--- src/rtl/uart_rx_ctrl.sv ---
// Receive-side buffer for a UART: captures completed frames into a FWFT FIFO and tracks errors and overruns.
// Optional idle timeout flag is compiled in when UART_RX_CTRL_TIMEOUT_EN is defined.
module uart_rx_ctrl #(
  parameter int Depth         = 8,
  parameter int TimeoutCycles = 4096
) (
  input  logic                     clk,
  input  logic                     nReset,
  input  logic [7:0]               rxData,
  input  logic                     rxDone,
  input  logic                     rxErr,
  output logic [7:0]               outData,
  output logic                     outValid,
  input  logic                     outReady,
  output logic [$clog2(Depth):0]   count,
  output logic                     overrun,
  output logic [7:0]               errCount,
  input  logic                     clearStatus,
`ifdef UART_RX_CTRL_TIMEOUT_EN
  output logic                     timeout,
`endif
  output logic                     fsm_state_dbg
);

  localparam int AW = $clog2(Depth);
  localparam int CW = AW + 1;

  typedef enum logic {
    IDLE    = 1'b0,
    CAPTURE = 1'b1
  } state_e;

  state_e          state_q, state_d;
  logic [AW-1:0]   wr_ptr_q, wr_ptr_d;
  logic [AW-1:0]   rd_ptr_q, rd_ptr_d;
  logic [CW-1:0]   count_q, count_d;
  logic            overrun_q, overrun_d;
  logic [7:0]      err_cnt_q, err_cnt_d;
  logic [7:0]      mem_q [Depth];

  logic push_req;
  logic full;
  logic empty;
  logic pop;
  logic do_push;
  logic drop;

  // The byte is sampled in the cycle after rxDone, i.e. while in CAPTURE.
  assign push_req = (state_q == CAPTURE);
  assign full     = (count_q == CW'(Depth));
  assign empty    = (count_q == '0);
  assign pop      = !empty && outReady;
  assign do_push  = push_req && (!full || pop);
  assign drop     = push_req && full && !pop;

  always_comb begin
    state_d   = IDLE;
    wr_ptr_d  = wr_ptr_q;
    rd_ptr_d  = rd_ptr_q;
    count_d   = count_q;
    overrun_d = drop || (overrun_q && !clearStatus);
    err_cnt_d = err_cnt_q;

    if (rxDone && !rxErr) begin
      state_d = CAPTURE;
    end

    if (do_push) begin
      wr_ptr_d = wr_ptr_q + AW'(1);
    end
    if (pop) begin
      rd_ptr_d = rd_ptr_q + AW'(1);
    end

    case ({do_push, pop})
      2'b10:   count_d = count_q + CW'(1);
      2'b01:   count_d = count_q - CW'(1);
      default: count_d = count_q;
    endcase

    // A same-cycle error pulse beats the clear so no event is lost.
    if (clearStatus) begin
      err_cnt_d = {7'b0, rxErr};
    end else if (rxErr && (err_cnt_q != 8'hFF)) begin
      err_cnt_d = err_cnt_q + 8'd1;
    end
  end

  always_ff @(posedge clk or negedge nReset) begin
    if (!nReset) begin
      state_q   <= IDLE;
      wr_ptr_q  <= '0;
      rd_ptr_q  <= '0;
      count_q   <= '0;
      overrun_q <= 1'b0;
      err_cnt_q <= 8'h00;
    end else begin
      state_q   <= state_d;
      wr_ptr_q  <= wr_ptr_d;
      rd_ptr_q  <= rd_ptr_d;
      count_q   <= count_d;
      overrun_q <= overrun_d;
      err_cnt_q <= err_cnt_d;
    end
  end

  always_ff @(posedge clk) begin
    if (do_push) begin
      mem_q[wr_ptr_q] <= rxData;
    end
  end

  assign outData       = empty ? 8'h00 : mem_q[rd_ptr_q];
  assign outValid      = !empty;
  assign count         = count_q;
  assign overrun       = overrun_q;
  assign errCount      = err_cnt_q;
  assign fsm_state_dbg = state_q;

`ifdef UART_RX_CTRL_TIMEOUT_EN
  localparam logic [15:0] TmoMax = 16'(TimeoutCycles);

  logic [15:0] tmo_q, tmo_d;

  always_comb begin
    tmo_d = tmo_q;
    if (push_req || empty) begin
      tmo_d = 16'd0;
    end else if (tmo_q != TmoMax) begin
      tmo_d = tmo_q + 16'd1;
    end
  end

  always_ff @(posedge clk or negedge nReset) begin
    if (!nReset) begin
      tmo_q <= 16'd0;
    end else begin
      tmo_q <= tmo_d;
    end
  end

  assign timeout = (tmo_q == TmoMax) && !empty;
`endif

endmodule

--- config.mk ---
export PLATFORM = sky130hd
export DESIGN_NAME = uart_rx_ctrl
export DESIGN_NICKNAME = d
export VERILOG_FILES = /design/src/rtl/uart_rx_ctrl.sv
export SDC_FILE = /design/constraint.sdc
export NUM_CORES = 1
export LEC_CHECK = 0
export BUFFER_PORTS_ARGS = -buffer_cell sky130_fd_sc_hd__buf_2
export CAP_MARGIN = 20
export CORE_MARGIN = 2
export CORE_UTILIZATION = 52
export CTS_CLUSTER_SIZE = 16
export DETAILED_ROUTE_END_ITERATION = 8
export GPL_ROUTABILITY_DRIVEN = 0
export HOLD_SLACK_MARGIN = 0.1
export PLACE_DENSITY = 0.74
export SYNTH_ARGS = -nofsm -noshare
export SYNTH_HDL_FRONTEND = slang
export SYNTH_SLANG_ARGS = --single-unit
--- constraint.sdc ---
create_clock -name clk -period 2.3 [get_ports clk]
set_clock_uncertainty 0.1 [all_clocks]
set_input_delay 0.23 -clock clk [delete_from_list [all_inputs] [get_ports clk]]
set_output_delay 0.23 -clock clk [all_outputs]
set_load 0.01 [all_outputs]
==> results of run 1 <==
-- layer usage --
metal / track usage [%] / part of all wire [%]
met5: 0 / 0
met2: 31.1 / 51
met1: 24.5 / 42
met4: 8.25 / 1.5
met3: 4.17 / 5.1
-- cell usage after synthesis (all sizes together) (2+ instances only) --
cell and n:
a211o 3, clkbuf 6, buf 5, nand2 5, nor3 9, ha 4
nor4 2, mux2 5, and3 2, o311ai 2, nand3 2, a21oi 8
nand2b 7, o211ai 2, and4 2, nand4 3, dfrtp 20, or3 2
a22o 9, a211oi 2, edfxtp 64, mux2i 3, o21ai 3, nor2b 4
xnor2 4, nor2 7, inv 6, mux4 16
-- registers in the layout, indices dropped and copies added, names as in the netlist --
name / cells
count: 4
wr_ptr_q: 3
mem_q: 64
rd_ptr_q: 3
overrun: 1
errCount: 8
fsm_state_dbg: 1
-- power by group through the flow --
stage                     Sequential [mW]  Combinational (mW)  Clock [mW]
after floorplan                      1.96                1.06           0
after global placement               1.96                1.47           0
after detailed placement             1.97                1.49           0
after CTS                            1.94                1.57       0.950
after global routing                 1.97                1.75        1.00
final                                1.95                1.61       0.923
-- logic make-up after synthesis --
logic type | share of synthesized area [%]
AND/OR/NAND/NOR | 8.77
multiplexers | 12.3
adder cells (fa/ha/maj) | 1.38
buffers and inverters | 2.38
XOR/XNOR | 0.967
AO/OA/AOI/OAI | 7.32
flip-flops | 66.9
-- timing repair --
item,4_1_cts,5_1_grt
resized for setup,2,9
hold endpoints to repair,86,0
hold buffers,12,0
buffers inserted,5,4
pin swaps,1,3
endpoints found under the setup margin,8,9
-- worst max-delay path by stage --
stage          slack, ps  cells past startpoint     start          to
6_report               9                      6  count[3]  outData[1]
5_1_grt              -60                      6  count[3]  outData[1]
4_1_cts                6                      8  count[0]    count[2]
2_1_floorplan         40                      8  count[0]    count[2]
3_3_place_gp         120                      7  count[3]    count[2]
3_5_place_dp          70                      7  count[3]    count[2]
-- layout make-up --
class / count / share of cell area (%)
sequential: 84 / 55.5
tap: 80 / 2.29
multi-input combinational: 118 / 26.6
clock buffer: 9 / 2.84
timing repair buffer: 72 / 11.1
inverter: 6 / 0.516
clock inverter: 7 / 1.15
-- layout by cell type (no fill, tap or decap), types with 2 or more instances in the layout --
master	instances
nor3_1	6
mux2i_1	3
clkinv_4	2
nor3_2	2
edfxtp_1	64
ha_1	3
buf_2	36
mux2_2	4
a21oi_1	8
a211oi_1	2
inv_1	5
nand2_1	5
inv_6	2
nand4_1	3
xnor2_1	4
a22o_1	9
o311ai_0	2
mux4_2	16
clkinv_1	2
o21ai_0	2
buf_4	23
nor2_1	5
clkbuf_8	9
dfrtp_2	2
nor2b_1	4
dlygate4sd3_1	12
nand2b_1	7
a211o_1	3
dfrtp_1	18
o211ai_1	2
and3_1	2
nand3_1	2
and4_1	2
-- worst max-delay path: cells and delay by family, from the launching register on --
family | cells | cell delay [ps]
AND/OR/NAND/NOR | 2 | 560
flip-flops | 1 | 460
buffers and inverters | 3 | 350
AO/OA/AOI/OAI | 1 | 250
==> reports/qor.csv, run 1 <==
metric,value,unit
Hold WC Path Type,in2reg,
placed cell area,3960,um^2
DR vias/cell,5.80,
fmax,436,MHz
Worst setup EP type,output pin,
WL/cell,18.2,um
maximum clock insertion buffer count,2,
worst slew pin tran,876,ps
final setup margin,8.81,ps
final setup fails,0,
WHS Endpoint,errCount[2],
register area share after synthesis,66.9,%
hpwl dp,4360,um
maxcap violations,0,
Clock Power Share,20.6,%
total number of vias,2179,
All-Layer GR Usage,19.0,%
Reg power frac,43.5,%
TritonRoute pass-1 iters,4,
grt ovf,0,
initial core utilization,53.6,%
Post-synth EDFFs,64,
Die W,87.5,um
synthesis-to-layout area growth,20.5,%
peak supply drop,0.000484,V
synthesized area,3620,um^2
required time worst endpoint,1970,ps
Die Footprint,7650,um^2
H-tree depth,3,
switching power,1.44,mW
combinational power share,35.9,%
Max-slew headroom,41.4,%
Hold Path Depth,2,
starting DRC count in detailed routing,160,
asr flop ratio synth,23.8,%
CP max-delay cell,dfrtp_2,
total chip power,4.48,mW
Ant. Diodes,0,
clock root buffer,clkbuf_8,
Crit Path Class,reg2out,
switch share,32.2,%
multi-input logic area,1160,um^2
R2R setup slack,70,ps
Final Non-Filler Cells,376,
design area,4370,um^2
worst-path maximum fanout,8,
core area,6760,um^2
synthesized instance count,219,
Yosys Warn Count,0,
Unique masters post-synth,49,
Area contributors post-synth,"edfxtp_1 (53%), dfrtp_1 (14%), mux4_2 (9.9%), a22o_1 (2.2%), ha_1 (1.4%)",
leakage power,1.64,nW
Boundary Pins,37,
dpl cells,338,
Synth Net Count,237,
Hold Crit Start,clearStatus,
period utilization,99.6,%
initial antenna violation count,0,
pwr dens,1030,nW/um^2
port bufs,36,
Final Hold Vio Count,0,
RSZ-0062 raised after global routing,yes,
clock transition at the registers of the reported paths,90,ps
hold slack,115,ps
largest net degree at the start of global routing,21,
cell internal pwr,3.03,mW
crit path time final,2290,ps
critical-path cell list,"buf_6, nor4_4, inv_2, and2_4, a22o_1, buf_2",
R2R depth,8,
die height,87.5,um
Crit path largest cell delay,460,ps
status,"complete, no violations",
filler instances,483,
Final #Nets,309,
row cnt,30,
later-pin clock latency in the skew report,350,ps
post-synth top area cell,edfxtp_1,
critical path arrival,1960,ps
Post-Syn Area per Cell,16.5,um^2
DRC Markers,0,
vias in the first global route,2073,
ys flop type,edfxtp_1,
post-route setup TNS,0,ps
proportion of layout cells with a drive suffix above 1,37.5,%
post-layout util,64.6,%
CTS tree,yes,
Routed WL,6860,um
top cell type's share of synthesized area,53.0,%
critical path launch point type,flip-flop,
CTS Buf Count,9,
post-route ant nets,0,
first-pass GRT wire length,10500,um
# clock sinks,84,
Seq cells post-synth,84,
Critical R2R Capture,count[2],
dpl ws,65.6,ps
RR Startpoint,count[0],
Slew Limit Fails,0,
storage element area,2420,um^2
(Power assumes the default switching activity.)
==> inputs of run 2 (changes only) <==
- BUFFER_PORTS_ARGS: -buffer_cell sky130_fd_sc_hd__buf_2 -> default
- CORE_UTILIZATION: 52 -> 56
- DONT_BUFFER_PORTS: default -> 1
==> reports/qor.csv, run 2 (synthesis gave the netlist of run 1 again) <==
metric,value,unit,change
Die Footprint,7130,um^2,-6.8%
maximum clock insertion buffer count,2,,unchanged
pwr dens,1080,nW/um^2,+5.6%
max FFs per register,64,,unchanged
initial core utilization,57.4,%,+3.8 points
peak supply drop,0.00120,V,+150%
Worst setup EP type,output pin,,
die height,84.4,um,-3.5%
hpwl dp,4270,um,-2.0%
port bufs,0,,-100%
Slew Limit Fails,0,,unchanged
total number of vias,2070,,-5.0%
start point of the critical path,count[3],,
vias in the first global route,2061,,-0.58%
"commonest non-fill, non-tap cell in the layout",edfxtp_1,,
"commonest non-fill, non-tap cells in the layout","edfxtp_1 (64), dfrtp_1 (17), buf_4 (17)",,
storage element area,2430,um^2,about the same
Max-slew headroom,33.9,%,-7.4 points
DRC Markers,0,,unchanged
initial antenna violation count,0,,unchanged
core area,6310,um^2,-6.6%
row cnt,29,,-3.3%
starting DRC count in detailed routing,135,,-16%
proportion of layout cells with a drive suffix above 1,28.3,%,-9.2 points
Hold WC Path Type,in2reg,,
design area,4240,um^2,-2.9%
WL/cell,20.1,um,+10%
first-pass GRT wire length,10800,um,+3.3%
Final #Nets,271,,-12%
maxcap violations,0,,unchanged
Crit Path Class,reg2out,,
later-pin clock latency in the skew report,350,ps,about the same
crit path time final,2260,ps,-27.9 ps
Hold Crit Start,rxErr,,
worst slew pin tran,984,ps,+107 ps
final setup fails,0,,unchanged
largest net degree at the start of global routing,21,,unchanged
All-Layer GR Usage,20.2,%,+1.2 points
required time worst endpoint,1970,ps,about the same
TritonRoute pass-1 iters,5,,+1
post-layout util,67.1,%,+2.5 points
clock root buffer,clkbuf_8,,
H-tree depth,3,,unchanged
Die W,84.4,um,-3.5%
multi-input logic area,1170,um^2,+0.43%
leakage power,1.50,nW,-8.5%
fmax,442,MHz,+1.2%
DR vias/cell,6.18,,+6.6%
critical path arrival,1930,ps,-30 ps
total chip power,4.59,mW,+2.5%
CTS Buf Count,9,,unchanged
Routed WL,6730,um,-2.0%
clock transition at the registers of the reported paths,80,ps,about the same
Boundary Pins,37,,unchanged
synthesis-to-layout area growth,17.0,%,
# clock sinks,84,,unchanged
RR Startpoint,count[0],,
Final Hold Vio Count,0,,unchanged
status,"complete, no violations",,
post-route ant nets,0,,unchanged
Largest Register,mem_q,,
placed cell area,3810,um^2,-3.8%
CTS tree,yes,,
Ant. Diodes,0,,unchanged
worst-path maximum fanout,8,,unchanged
filler instances,441,,-8.7%
critical path launch point type,flip-flop,,
period utilization,98.4,%,-1.2 points
grt ovf,0,,unchanged
==> run 2: cell count changes in the layout (fill, tap and decap cells not counted), moves of 2 or more <==
cell / delta
buf_2: -36
buf_4: -6
a22o_1: -2
a22o_4: +2
buf_6: +2
bufinv_16: +2
clkbuf_1: +2
clkinv_1: -2
==> run 2: worst max-delay path: stages (launching register included) <==
cell     delay (ps)
dfrtp_1         440
buf_6           160
nor4_4          340
inv_2           120
and2_4          230
a22o_4          290
==> run 2: what timing repair did <==
action | 4_1_cts | 5_1_grt
setup buffers | 0 | 4
gates cloned | 0 | 0
hold endpoints to repair | 101 | 0
endpoints found under the setup margin | 8 | 9
hold buffers | 13 | 0
pin swaps | 0 | 5
resized for setup | 3 | 10
==> run 2: final timing paths <==
| path | endpoint | slack, ps | cells after the start |
|---|---|---|---|
| min in group asynchronous | errCount[1] | 340 | 1 |
| setup / recovery | outData[7] | 40 | 5 |
| hold / removal | errCount[4] | 140 | 3 |
| setup reg to reg | count[2] | 120 | 7 |
| hold reg to reg | rd_ptr_q[2] | 420 | 1 |
| max in group asynchronous | rd_ptr_q[1] | 1150 | 1 |
==> run 2: report_power, final <==
group	internal (mW)	switching, mW
Combinational	0.752	0.692
Sequential	1.81	0.210
Clock	0.618	0.507
Total	3.18	1.41
==> run 2: cell type report <==
| cell class | count | area share, % |
|---|---|---|
| Clock buffer | 11 | 3.10 |
| Clock inverter | 5 | 2.01 |
| Inverter | 6 | 0.531 |
| Multi-Input combinational cell | 118 | 27.5 |
| Sequential cell | 84 | 57.2 |
| Tap cell | 77 | 2.27 |
| Timing Repair Buffer | 34 | 7.35 |
==> run 2: through the flow <==
| stage | cells | TNS [ps] | hold slack [ps] | setup slack [ps] |
|---|---|---|---|---|
| after CTS | 331 | 0 | 134 | 15.9 |
| after floorplan | 219 | 0 | -166 | 40.9 |
| after global placement | 302 | 0 | -165 | 80.6 |
| final | 335 | 0 | 139 | 36.7 |
| after detailed placement | 302 | 0 | -165 | 61.6 |
| after global routing | 335 | -38.7 | 146 | -28.2 |
==> run 2: routing by layer <==
layer / up-vias / GRT usage [%] / wire [um]
met4: 0 / 9.96 / 79
li1: 947 / - / -
met1: 1051 / 27.7 / 2870
met3: 11 / 3.54 / 355
met2: 61 / 31.9 / 3420
met5: - / 0 / 0
==> inputs of run 3 (changes only) <==
- ABC_AREA: default -> 1
==> reports/qor.csv, run 3 <==
metric,value,unit,change
first-pass GRT wire length,11800,um,+9.3%
final setup fails,0,,unchanged
M1 WL,3040,um,+5.8%
register area share after synthesis,67.5,%,+0.65 points
later-pin clock latency in the skew report,350,ps,about the same
Die W,84.1,um,-0.46%
max FFs per register,64,,unchanged
vias in the first global route,2507,,+22%
clock root buffer,clkbuf_8,,
cell internal pwr,2.83,mW,-11%
Post-Syn Area per Cell,11.1,um^2,-33%
die height,84.1,um,-0.46%
DRC Markers,0,,unchanged
TritonRoute pass-1 iters,4,,-1
fmax,468,MHz,+6.0%
Boundary Pins,37,,unchanged
WL/cell,16.4,um,-18%
H-tree depth,3,,unchanged
worst-path maximum fanout,33,,+25
pwr dens,1110,nW/um^2,+2.2%
peak supply drop,0.000790,V,-34%
Clock Power Share,22.6,%,-1.9 points
RSZ-0062 raised after global routing,no,,
All-Layer GR Usage,22.2,%,+2.0 points
initial antenna violation count,0,,unchanged
design area,4080,um^2,-3.7%
routed length on met2,3530,um,+3.4%
critical path launch point type,flip-flop,,
Worst setup EP type,output pin,,
highest routed metal layer,met4,,
mux contribution to synthesized area,0.314,%,-12 points
Worst Path Buf+Inv,2,,unchanged
maxcap violations,0,,unchanged
proportion of layout cells with a drive suffix above 1,11.8,%,-16 points
Routed WL,7120,um,+5.8%
total chip power,4.52,mW,-1.6%
combinational power share,32.8,%,+1.3 points
post-route setup TNS,0,ps,unchanged
Synth Net Count,340,,+43%
critical-path cell list,"inv_1, buf_4, nor2_1, o32ai_1, o21ai_0, nor2_1",,
most frequent CP cell,nor2_1,,
# clock sinks,84,,unchanged
placed cell area,3760,um^2,-1.3%
largest net degree at the start of global routing,34,,+62%
Synth Area in XOR/XNOR,1.71,%,+0.74 points
clock transition at the registers of the reported paths,80,ps,about the same
RR Startpoint,count[0],,
worst slew pin tran,890,ps,-93.3 ps
maximum clock insertion buffer count,2,,unchanged
combinational family with the most area after synthesis,simple AND/OR/NAND/NOR gates,,
most frequent cell after synthesis,nor2_1,,
hpwl dp,4630,um,+8.6%
core area,6280,um^2,-0.57%
CTS tree,yes,,
initial core utilization,57.2,%,-0.23 points
Final Hold Vio Count,0,,unchanged
routed wl met3,348,um,-2.0%
adder-cell share of the synthesized area,1.39,%,+0.013 points
port bufs,0,,unchanged
starting DRC count in detailed routing,135,,unchanged
required time worst endpoint,1970,ps,about the same
"commonest non-fill, non-tap cells in the layout","nor2_1 (80), edfxtp_1 (64), nand2_1 (35)",,
most instantiated cells after synthesis,"nor2_1 (80), edfxtp_1 (64), nand2_1 (35), o21ai_0 (30), inv_1 (24)",,
start point of the critical path,rd_ptr_q[0],,
DR vias/cell,5.57,,-9.9%
"commonest non-fill, non-tap cell in the layout",nor2_1,,
Crit Path Class,reg2out,,
dpl cells,404,,+34%
switching power,1.68,mW,+19%
Unique masters post-synth,27,,-45%
period utilization,92.9,%,-5.5 points
CTS Buf Count,9,,unchanged
status,"complete, no violations",,
Hold Crit Start,outReady,,
leakage power,1.56,nW,+3.9%
Final #Nets,369,,+36%
Hold WC Path Type,in2reg,,
top cell type's share of synthesized area,53.6,%,+0.52 points
critical path arrival,1810,ps,-120 ps
Die Footprint,7060,um^2,-0.92%
synthesized instance count,322,,+47%
Post-synth EDFFs,64,,unchanged
Seq cells post-synth,84,,unchanged
Final Non-Filler Cells,433,,+29%
total setup buffers inserted after CTS,0,,unchanged
CP max-delay cell,dfrtp_1,,
total number of vias,2411,,+16%
Largest Register,mem_q,,
Synth Area in Simple Gates,15.4,%,+6.7 points
filler instances,497,,+13%
asr flop ratio synth,23.8,%,unchanged
switch share,37.3,%,+6.6 points
"Largest delay share family, worst path",flip-flops,,
Yosys Warn Count,0,,unchanged
multi-input logic area,1020,um^2,-12%
post-synth top area cell,edfxtp_1,,
Reg power frac,44.6,%,+0.6 points
Slew Limit Fails,0,,unchanged
Max-slew headroom,40.4,%,+6.5 points
Crit path largest cell delay,380,ps,-60 ps
crit path time final,2140,ps,-128 ps
synthesized area,3590,um^2,-0.97%
ys flop type,edfxtp_1,,
row cnt,29,,unchanged
grt ovf,0,,unchanged
Synth Area in Compound Gates,9.59,%,+2.3 points
synthesis-to-layout area growth,13.7,%,
storage element area,2420,um^2,-0.10%
R2R setup slack,330,ps,+210 ps
Ant. Diodes,0,,unchanged
post-route ant nets,0,,unchanged
Area contributors post-synth,"edfxtp_1 (54%), dfrtp_1 (14%), nor2_1 (8.4%), o21ai_0 (4.2%), o32ai_1 (3.9%)",,
==> run 3: cell types whose count changed after synthesis, sizes merged, moves of 5 or more <==
cell	change
xor2	+7
nand2b	-7
a21oi	-5
mux4	-16
nand2	+35
a22o	-9
o21ai	+29
o32ai	+15
nand3	+5
nor3	-7
nor2	+74
inv	+20
==> run 3: logic make-up (layout without fill, tap and decap cells) <==
| family | after synthesis | count (layout) |
|---|---|---|
| and+or+nand+nor | 134 | 134 |
| DFF | 84 | 84 |
| AOI/OAI and AO/OA | 55 | 55 |
| buffers and inverters | 37 | 71 |
| xor gates and xnor gates | 7 | 7 |
| adders and majority gates | 4 | 4 |
| muxes | 1 | 1 |
==> run 3: repair_timing <==
action                                 in CTS  in global routing
setup endpoints to repair                   8                  0
gates resized for setup                     1                  0
hold buffers                               13                  0
endpoints found under the hold margin      99                  0
==> run 3: per-stage QoR <==
step | hold slack [ps] | utilization [%] | setup WS (ps)
after CTS | 213 | 65.0 | 147
after floorplan | -166 | - | 328
after global placement | -165 | 59.9 | 329
after global routing | 260 | 65.0 | 28.4
after detailed placement | -165 | 59.9 | 328
final | 223 | 65.0 | 164
==> run 3: power by group through the flow <==
stage | Combinational, mW | Clock, mW | Sequential [mW]
final | 1.48 | 1.02 | 2.01
after global routing | 1.70 | 1.10 | 2.04
after CTS | 1.50 | 1.04 | 2.01
after detailed placement | 1.45 | 0 | 2.04
after global placement | 1.41 | 0 | 2.04
after floorplan | 1.14 | 0 | 1.96
==> run 3: worst reg2reg max path, cell delays in order, from the launching register on <==
cell,delay (ps)
dfrtp_1,520
nor2_2,80
nand2_2,120
nand2_4,80
nand4_1,100
nand2_2,80
or2_1,270
nor2_1,140
buf_4,200
==> run 3: final cells by class <==
cell class | instances | share of cell area (%)
Inverter | 26 | 2.39
Clock inverter | 6 | 1.59
Multi-Input combinational cell | 201 | 25.0
Clock buffer | 10 | 3.13
Tap cell | 77 | 2.36
Sequential cell | 84 | 59.4
Timing Repair Buffer | 29 | 6.13
==> run 3: final timing paths <==
kind                               end  cells past startpoint
hold / removal                count[2]                      4
setup reg to reg           mem_q[4][2]                      8
max in group asynchronous  rd_ptr_q[1]                      1
hold reg to reg            wr_ptr_q[0]                      2
min in group asynchronous     count[0]                      1
setup / recovery            outData[2]                      6
==> run 3: metal layers <==
| layer | track usage, % | vias up |
|---|---|---|
| li1 | - | 1171 |
| met1 | 27.4 | 1161 |
| met2 | 36.5 | 65 |
| met3 | 5.54 | 14 |
| met4 | 11.3 | 0 |
| met5 | 0 | - |
